$ cat src/rtl/alu_frame_loader.sv
// Serial frame loader: SYNC, A, B, OP bytes feed the ALU operand registers.
// Starts the operation and waits for completion, with an inter-byte timeout.
module alu_frame_loader #(
  parameter int                 NB_DATA        = 8,
  parameter logic [NB_DATA-1:0] SYNC_BYTE      = 8'hA5,
  parameter int                 TIMEOUT_CYCLES = 1000
) (
  input  logic               i_clk,
  input  logic               i_rst,
  input  logic [NB_DATA-1:0] i_rx_data,
  input  logic               i_rx_valid,
  input  logic               i_done,
  output logic [NB_DATA-1:0] o_data,
  output logic               o_en_a,
  output logic               o_en_b,
  output logic               o_en_op,
  output logic               o_start,
  output logic               o_busy,
  output logic               o_err
);

  localparam int CW = (TIMEOUT_CYCLES > 1) ? $clog2(TIMEOUT_CYCLES) : 1;
  localparam logic [CW-1:0] CNT_MAX = CW'(TIMEOUT_CYCLES - 1);

  typedef enum logic [2:0] {
    IDLE,
    GET_A,
    GET_B,
    GET_OP,
    START,
    WAIT_DONE
  } state_e;

  state_e             state_q, state_d;
  logic [CW-1:0]      cnt_q, cnt_d;
  logic [NB_DATA-1:0] data_q, data_d;
  logic               en_a_q, en_a_d;
  logic               en_b_q, en_b_d;
  logic               en_op_q, en_op_d;
  logic               start_q, start_d;
  logic               busy_q, busy_d;
  logic               err_q, err_d;

  always_comb begin
    state_d = state_q;
    cnt_d   = cnt_q;
    data_d  = data_q;
    en_a_d  = 1'b0;
    en_b_d  = 1'b0;
    en_op_d = 1'b0;
    start_d = 1'b0;
    err_d   = 1'b0;
    unique case (state_q)
      IDLE: begin
        if (i_rx_valid && (i_rx_data == SYNC_BYTE)) begin
          state_d = GET_A;
          cnt_d   = '0;
        end
      end
      GET_A, GET_B, GET_OP: begin
        // A byte on the last allowed cycle still wins over the timeout.
        if (i_rx_valid) begin
          data_d = i_rx_data;
          cnt_d  = '0;
          if (state_q == GET_A) begin
            en_a_d  = 1'b1;
            state_d = GET_B;
          end else if (state_q == GET_B) begin
            en_b_d  = 1'b1;
            state_d = GET_OP;
          end else begin
            en_op_d = 1'b1;
            state_d = START;
          end
        end else if (cnt_q == CNT_MAX) begin
          state_d = IDLE;
          err_d   = 1'b1;
          cnt_d   = '0;
        end else begin
          cnt_d = cnt_q + CW'(1);
        end
      end
      START: begin
        start_d = 1'b1;
        state_d = WAIT_DONE;
      end
      WAIT_DONE: begin
        if (i_done) state_d = IDLE;
      end
      default: state_d = IDLE;
    endcase
    busy_d = (state_d != IDLE);
  end

  always_ff @(posedge i_clk) begin
    if (i_rst) begin
      state_q <= IDLE;
      cnt_q   <= '0;
      data_q  <= '0;
      en_a_q  <= 1'b0;
      en_b_q  <= 1'b0;
      en_op_q <= 1'b0;
      start_q <= 1'b0;
      busy_q  <= 1'b0;
      err_q   <= 1'b0;
    end else begin
      state_q <= state_d;
      cnt_q   <= cnt_d;
      data_q  <= data_d;
      en_a_q  <= en_a_d;
      en_b_q  <= en_b_d;
      en_op_q <= en_op_d;
      start_q <= start_d;
      busy_q  <= busy_d;
      err_q   <= err_d;
    end
  end

  assign o_data  = data_q;
  assign o_en_a  = en_a_q;
  assign o_en_b  = en_b_q;
  assign o_en_op = en_op_q;
  assign o_start = start_q;
  assign o_busy  = busy_q;
  assign o_err   = err_q;

endmodule

$ cat config.mk
export PLATFORM = sky130hd
export DESIGN_NAME = alu_frame_loader
export DESIGN_NICKNAME = d
export VERILOG_FILES = /design/src/rtl/alu_frame_loader.sv
export SDC_FILE = /design/constraint.sdc
export NUM_CORES = 1
export LEC_CHECK = 0
export ABC_AREA = 1
export CORE_MARGIN = 2
export CORE_UTILIZATION = 43
export DETAILED_ROUTE_END_ITERATION = 7
export PLACE_DENSITY = 0.69
export SLEW_MARGIN = 20
export SYNTH_ARGS = -nofsm -noshare
export SYNTH_HDL_FRONTEND = slang
export SYNTH_SLANG_ARGS = --single-unit
$ cat constraint.sdc
create_clock -name i_clk -period 4.2 [get_ports i_clk]
set_clock_uncertainty 0.15 [all_clocks]
set_input_delay 1.26 -clock i_clk [delete_from_list [all_inputs] [get_ports i_clk]]
set_output_delay 1.26 -clock i_clk [all_outputs]
set_load 0.02 [all_outputs]
==> metrics.cfg, run 1 <==
[hold_path]
hold_end=cnt_q[0]$_SDFFE_PP0P_
hp-class=flop to flop
min_path_cells=1
min_from=cnt_q[0]$_SDFFE_PP0P_

[place]
port_buffers=25
gp_congestion=0.868
pre_cts_ws_ns=1.38
hpwl_um=1930
place_area_mm2=0.00153

[floorplan]
fp-row-count=19
die_area_mm2=0.00338
initial_core_util=0.453
dieWidth_um=58.1
core_mm2=0.00278
fp.dieH_um=58.1
io_pins=26

[routing]
num_vias=1099
drc_errors=0
first_pass_iters=4
ant_nets=0
avgViaCountPerCell=4.80
drtIter0Drc=38
drt-total-wl_um=2480
drt-wirelength-per-cell_um=10.8

[yosys]
syn_area_per_cell_um2=7.33
synth_warnings=0
synth.distinct_cells=29
yosysTopAreaCell=dfxtp_1
synth_seq_area_share=0.429
netlist_top_cells_area=dfxtp_1 43%, nand2_1 9.5%, nor2_1 7.1%
synthCells=172
synth.cell_area_mm2=0.00126
yosys_register_bits=27
synth_top_cell_area_share=0.429
synthesis.nets=185

[worst_setup_path]
crit_required_ns=2.79
max_stage_delay_ns=0.60
cp_slowest_cell=clkdlybuf4s50_1
path_class=flop to output pin
r2r_start=state_q[1]$_SDFF_PP0_
reg2reg_depth=8
cp_max_fo=2
setup.worst_path.end_class=output pin
rrSetupSlack_ns=2.62
worstSetupStartpointType=flop
cp.arrival_ns=1.31
crit_family=buffers and inverters
cp_cell_sequence=clkdlybuf4s50_1
reg2reg_to=o_busy$_SDFF_PP0_
critPathBufInv=1

[final_layout]
num_antenna_cells=0
synthToLayoutAreaGrowth_pct=24.1
drive_above_1_share=0.141
final_cell_mix=32 x nand2_1, 27 x dfxtp_1, 25 x clkdlybuf4s50_1, 24 x nor2_1, 21 x inv_1
largest_reg_flops=10
fin_nets=212
multiInputGateArea_um2=596
layout_commonest_cell=nand2_1
postLayoutCellArea_mm2=0.00156
final_util=0.562
regArea_um2=541
fill_cells=279
largest-register=cnt_q

[cts]
insertion_delay_ns=0.34
clk_path_buf_depth=2
tritoncts=done
htree_num_levels=1
clockRootBuffer=clkbuf_4
cts.sinks=27
cts_hold_buffers=0
path_clk_slew_ns=0.15
postCtsSetupRepairBufs=0
cts_resized=0
cts-buffers-inserted=3

[timing]
max_freq_ghz=0.368
rsz0062_at_grt=no
min_period_ns=2.72
setup_viol=0
worstMarginPinSlew_ns=0.379
final_hold_viol_count=0
tns_ns=0
worst_slack_ns=1.48
max_slew_margin=0.747
fin_crit_sh=0.647
drv_slew=0

[global_routing]
track_usage=0.171
grt_antenna_before_repair=0
grt_max_degree=17
grt_pass1_wl_um=4420
first_global_vias=1084
grt_overflow=0

[status]
status=finished, final reports clean

[power_and_ir_drop]
ir_worst_vdd_v=0.000229
powerDensity_mw_per_mm2=254
leakagePower_nw=0.640

[flow_run]
cap_violations=0

==> metrics by stage <==
stage / hold WS [ns] / power (W) / instances
2_1_floorplan: 0.300 / 0.000273 / 172
3_3_place_gp: 0.318 / 0.000286 / 225
3_5_place_dp: 0.319 / 0.000286 / 225
4_1_cts: 0.348 / 0.000404 / 229
5_1_grt: 0.367 / 0.000416 / 229
6_report: 0.350 / 0.000397 / 229
==> cell type report <==
| class | count | area share |
|---|---|---|
| Multi-Input combinational cell | 113 | 0.381 |
| Sequential cell | 27 | 0.346 |
| Timing Repair Buffer | 25 | 0.160 |
| Inverter | 29 | 0.0696 |
| Tap cell | 31 | 0.0248 |
| Clock buffer | 3 | 0.0144 |
| Clock inverter | 1 | 0.00480 |
==> where the power goes <==
group / switching (W) / internal (W) / leakage (nW)
sequential: 0.000000119 / 0.000256 / 0.217
combinational: 0.0000114 / 0.0000124 / 0.409
clock: 0.0000804 / 0.0000365 / 0.0139
total: 0.0000919 / 0.000305 / 0.640
==> cell usage after synthesis, drive strengths merged <==
cell type / instances
inv: 28
o21ai: 10
nand4: 4
buf: 1
clkinv: 1
nand2: 38
xor2: 2
dfxtp: 27
clkbuf: 2
nor2: 29
a21oi: 11
nor3: 5
o21bai: 2
nand3: 9
and2: 1
a31oi: 1
ha: 1
==> cells by family after synthesis <==
kind of cell	count (synthesis)	share of synthesized area
AOI/OAI and AO/OA	24	0.118
xor gates and xnor gates	2	0.0139
buffers and inverters	32	0.0983
DFF	27	0.429
adders and majority gates	1	0.00993
and+or+nand+nor	86	0.331
==> per-layer routing <==
layer / share of wire / GRT usage / wire length (um)
met5: 0 / 0 / 0
met4: 0.014 / 0.0864 / 35
met3: 0.038 / 0.0580 / 93
met2: 0.49 / 0.265 / 1200
met1: 0.46 / 0.211 / 1150
==> worst max path at each step <==
stage / from / endpoint / slack [ns] / depth (start not counted)
floorplan: i_rx_data[6] / cnt_q[5]$_SDFFE_PP0P_ / 1.95 / 10
global placement: i_rx_valid / cnt_q[5]$_SDFFE_PP0P_ / 1.42 / 10
detailed placement: i_rx_valid / cnt_q[5]$_SDFFE_PP0P_ / 1.38 / 10
CTS: o_data[1]$_SDFFE_PP0P_ / o_data[1] / 1.46 / 1
global route: o_data[1]$_SDFFE_PP0P_ / o_data[1] / 1.41 / 1
finish: o_data[1]$_SDFFE_PP0P_ / o_data[1] / 1.48 / 1
Power figures use the tool's default switching activity.
==> inputs of run 2 (changes only) <==
clock period = 2.5 ns   (was 4.2 ns; I/O delays follow)
==> run 2 against run 1 <==
Against the previous run: final cell count grew 0.44%; sequential cell count unchanged; worst setup slack lost 1.2 ns; non-clock buffer count grew 1; power is 67% higher; critical endpoint is now o_data[0]; largest cell class unchanged.
==> metrics.cfg, run 2 (synthesis results as in run 1) <==
[status]
status=finished, final reports clean

[timing]
setup_viol=0
worst_slack_ns=0.313
tns_ns=0
worstMarginPinSlew_ns=0.262
max_freq_ghz=0.457
min_period_ns=2.19
holdWs_ns=0.351
drv_slew=0
max_slew_margin=0.824
fin_crit_sh=0.875
final_hold_viol_count=0
rsz0062_at_grt=no

[global_routing]
track_usage=0.161
grt_overflow=0
grt_max_degree=17
first_global_vias=1017
grt_pass1_wl_um=4220
grt_antenna_before_repair=0

[place]
port_buffers=25
pre_cts_ws_ns=0.198
gp_congestion=0.869
hpwl_um=1930
dp.cells=226

[final_layout]
largest_reg_flops=10
fin_nets=213
fill_cells=269
final_cell_mix=32 x nand2_1, 27 x dfxtp_1, 25 x clkdlybuf4s50_1, 24 x nor2_1, 21 x inv_1
num_antenna_cells=0
synthToLayoutAreaGrowth_pct=24.7
drive_above_1_share=0.146
largest-register=cnt_q
layout_commonest_cell=nand2_1
final_cells=230

[floorplan]
die_area_mm2=0.00338
fp.dieH_um=58.1
io_pins=26
initial_core_util=0.453
fp-row-count=19
core_mm2=0.00278
dieWidth_um=58.1

[hold_path]
hold_end=cnt_q[0]$_SDFFE_PP0P_
min_path_cells=1
hp-class=flop to flop
min_from=cnt_q[0]$_SDFFE_PP0P_

[worst_setup_path]
cp_slowest_cell=clkdlybuf4s50_1
worstSetupStartpointType=flop
cp_max_fo=2
rrSetupSlack_ns=0.92
critPathBufInv=1
r2r_start=cnt_q[0]$_SDFFE_PP0P_
max_stage_delay_ns=0.61
path_class=flop to output pin
crit_required_ns=1.60
reg2reg_depth=7
setup.worst_path.end_class=output pin
reg2reg_to=cnt_q[8]$_SDFFE_PP0P_
cp.arrival_ns=1.29
cp_cell_sequence=clkdlybuf4s50_1
crit_family=buffers and inverters

[cts]
tritoncts=done
path_clk_slew_ns=0.16
cts_hold_buffers=0
cts-buffers-inserted=3
clk_path_buf_depth=2
htree_num_levels=1
cts_resized=0
insertion_delay_ns=0.33
clockRootBuffer=clkbuf_4
postCtsSetupRepairBufs=0
cts.sinks=27

[routing]
num_vias=1125
ant_nets=0
first_pass_iters=4
drt-wirelength-per-cell_um=10.6
drtIter0Drc=46
drc_errors=0
avgViaCountPerCell=4.89
drt-total-wl_um=2440

[power_and_ir_drop]
powerDensity_mw_per_mm2=423
power_w=0.000665
leakagePower_nw=0.645
ir_worst_vdd_v=0.000388

[flow_run]
cap_violations=0

[run 2: cell types whose count changed in the layout (fill, tap and decap cells not counted), sizes merged]
cell | before | now
buf | 0 | 1
[run 2: layer usage]
| layer | share of wire | wire (um) | track usage | up-vias |
|---|---|---|---|---|
| li1 | - | - | - | 593 |
| met1 | 0.44 | 1070 | 0.202 | 508 |
| met2 | 0.51 | 1250 | 0.266 | 22 |
| met3 | 0.041 | 100 | 0.0246 | 2 |
| met4 | 0.0074 | 18 | 0.0864 | 0 |
| met5 | 0 | 0 | 0 | - |
[run 2: how the worst max path moves through the flow]
stage                           startpoint                     to  slack [ns]  depth (start not counted)
finish              o_data[0]$_SDFFE_PP0P_              o_data[0]        0.31                          1
global route        o_data[4]$_SDFFE_PP0P_              o_data[4]        0.23                          1
CTS                 o_data[0]$_SDFFE_PP0P_              o_data[0]        0.29                          1
detailed placement              i_rx_valid  cnt_q[5]$_SDFFE_PP0P_        0.20                         10
global placement                i_rx_valid  cnt_q[5]$_SDFFE_PP0P_        0.23                         10
floorplan                     i_rx_data[6]  cnt_q[5]$_SDFFE_PP0P_        0.76                         10
[run 2: area by class of cell]
cell class              count  area [um2]  share of cell area
multi-input cells         113         596               0.379
flip-flops and latches     27         541               0.344
repair buffers             26         258               0.164
inverters                  29         109              0.0693
well taps                  31        38.8              0.0247
clock buffers               3        22.5              0.0143
clock inverters             1        7.51             0.00478
[run 2: power by group]
| part | switching [W] | internal (W) | total, W |
|---|---|---|---|
| Sequential | 0.000000202 | 0.000431 | 0.000431 |
| Clock | 0.000132 | 0.0000612 | 0.000193 |
| Combinational | 0.0000189 | 0.0000220 | 0.0000409 |
| Total | 0.000151 | 0.000514 | 0.000665 |
[run 2: stage by stage]
stage / utilization / cell area (um2)
2_1_floorplan: - / 1260
3_3_place_gp: 0.554 / 1540
3_5_place_dp: 0.554 / 1540
4_1_cts: 0.565 / 1570
5_1_grt: 0.565 / 1570
6_report: 0.565 / 1570
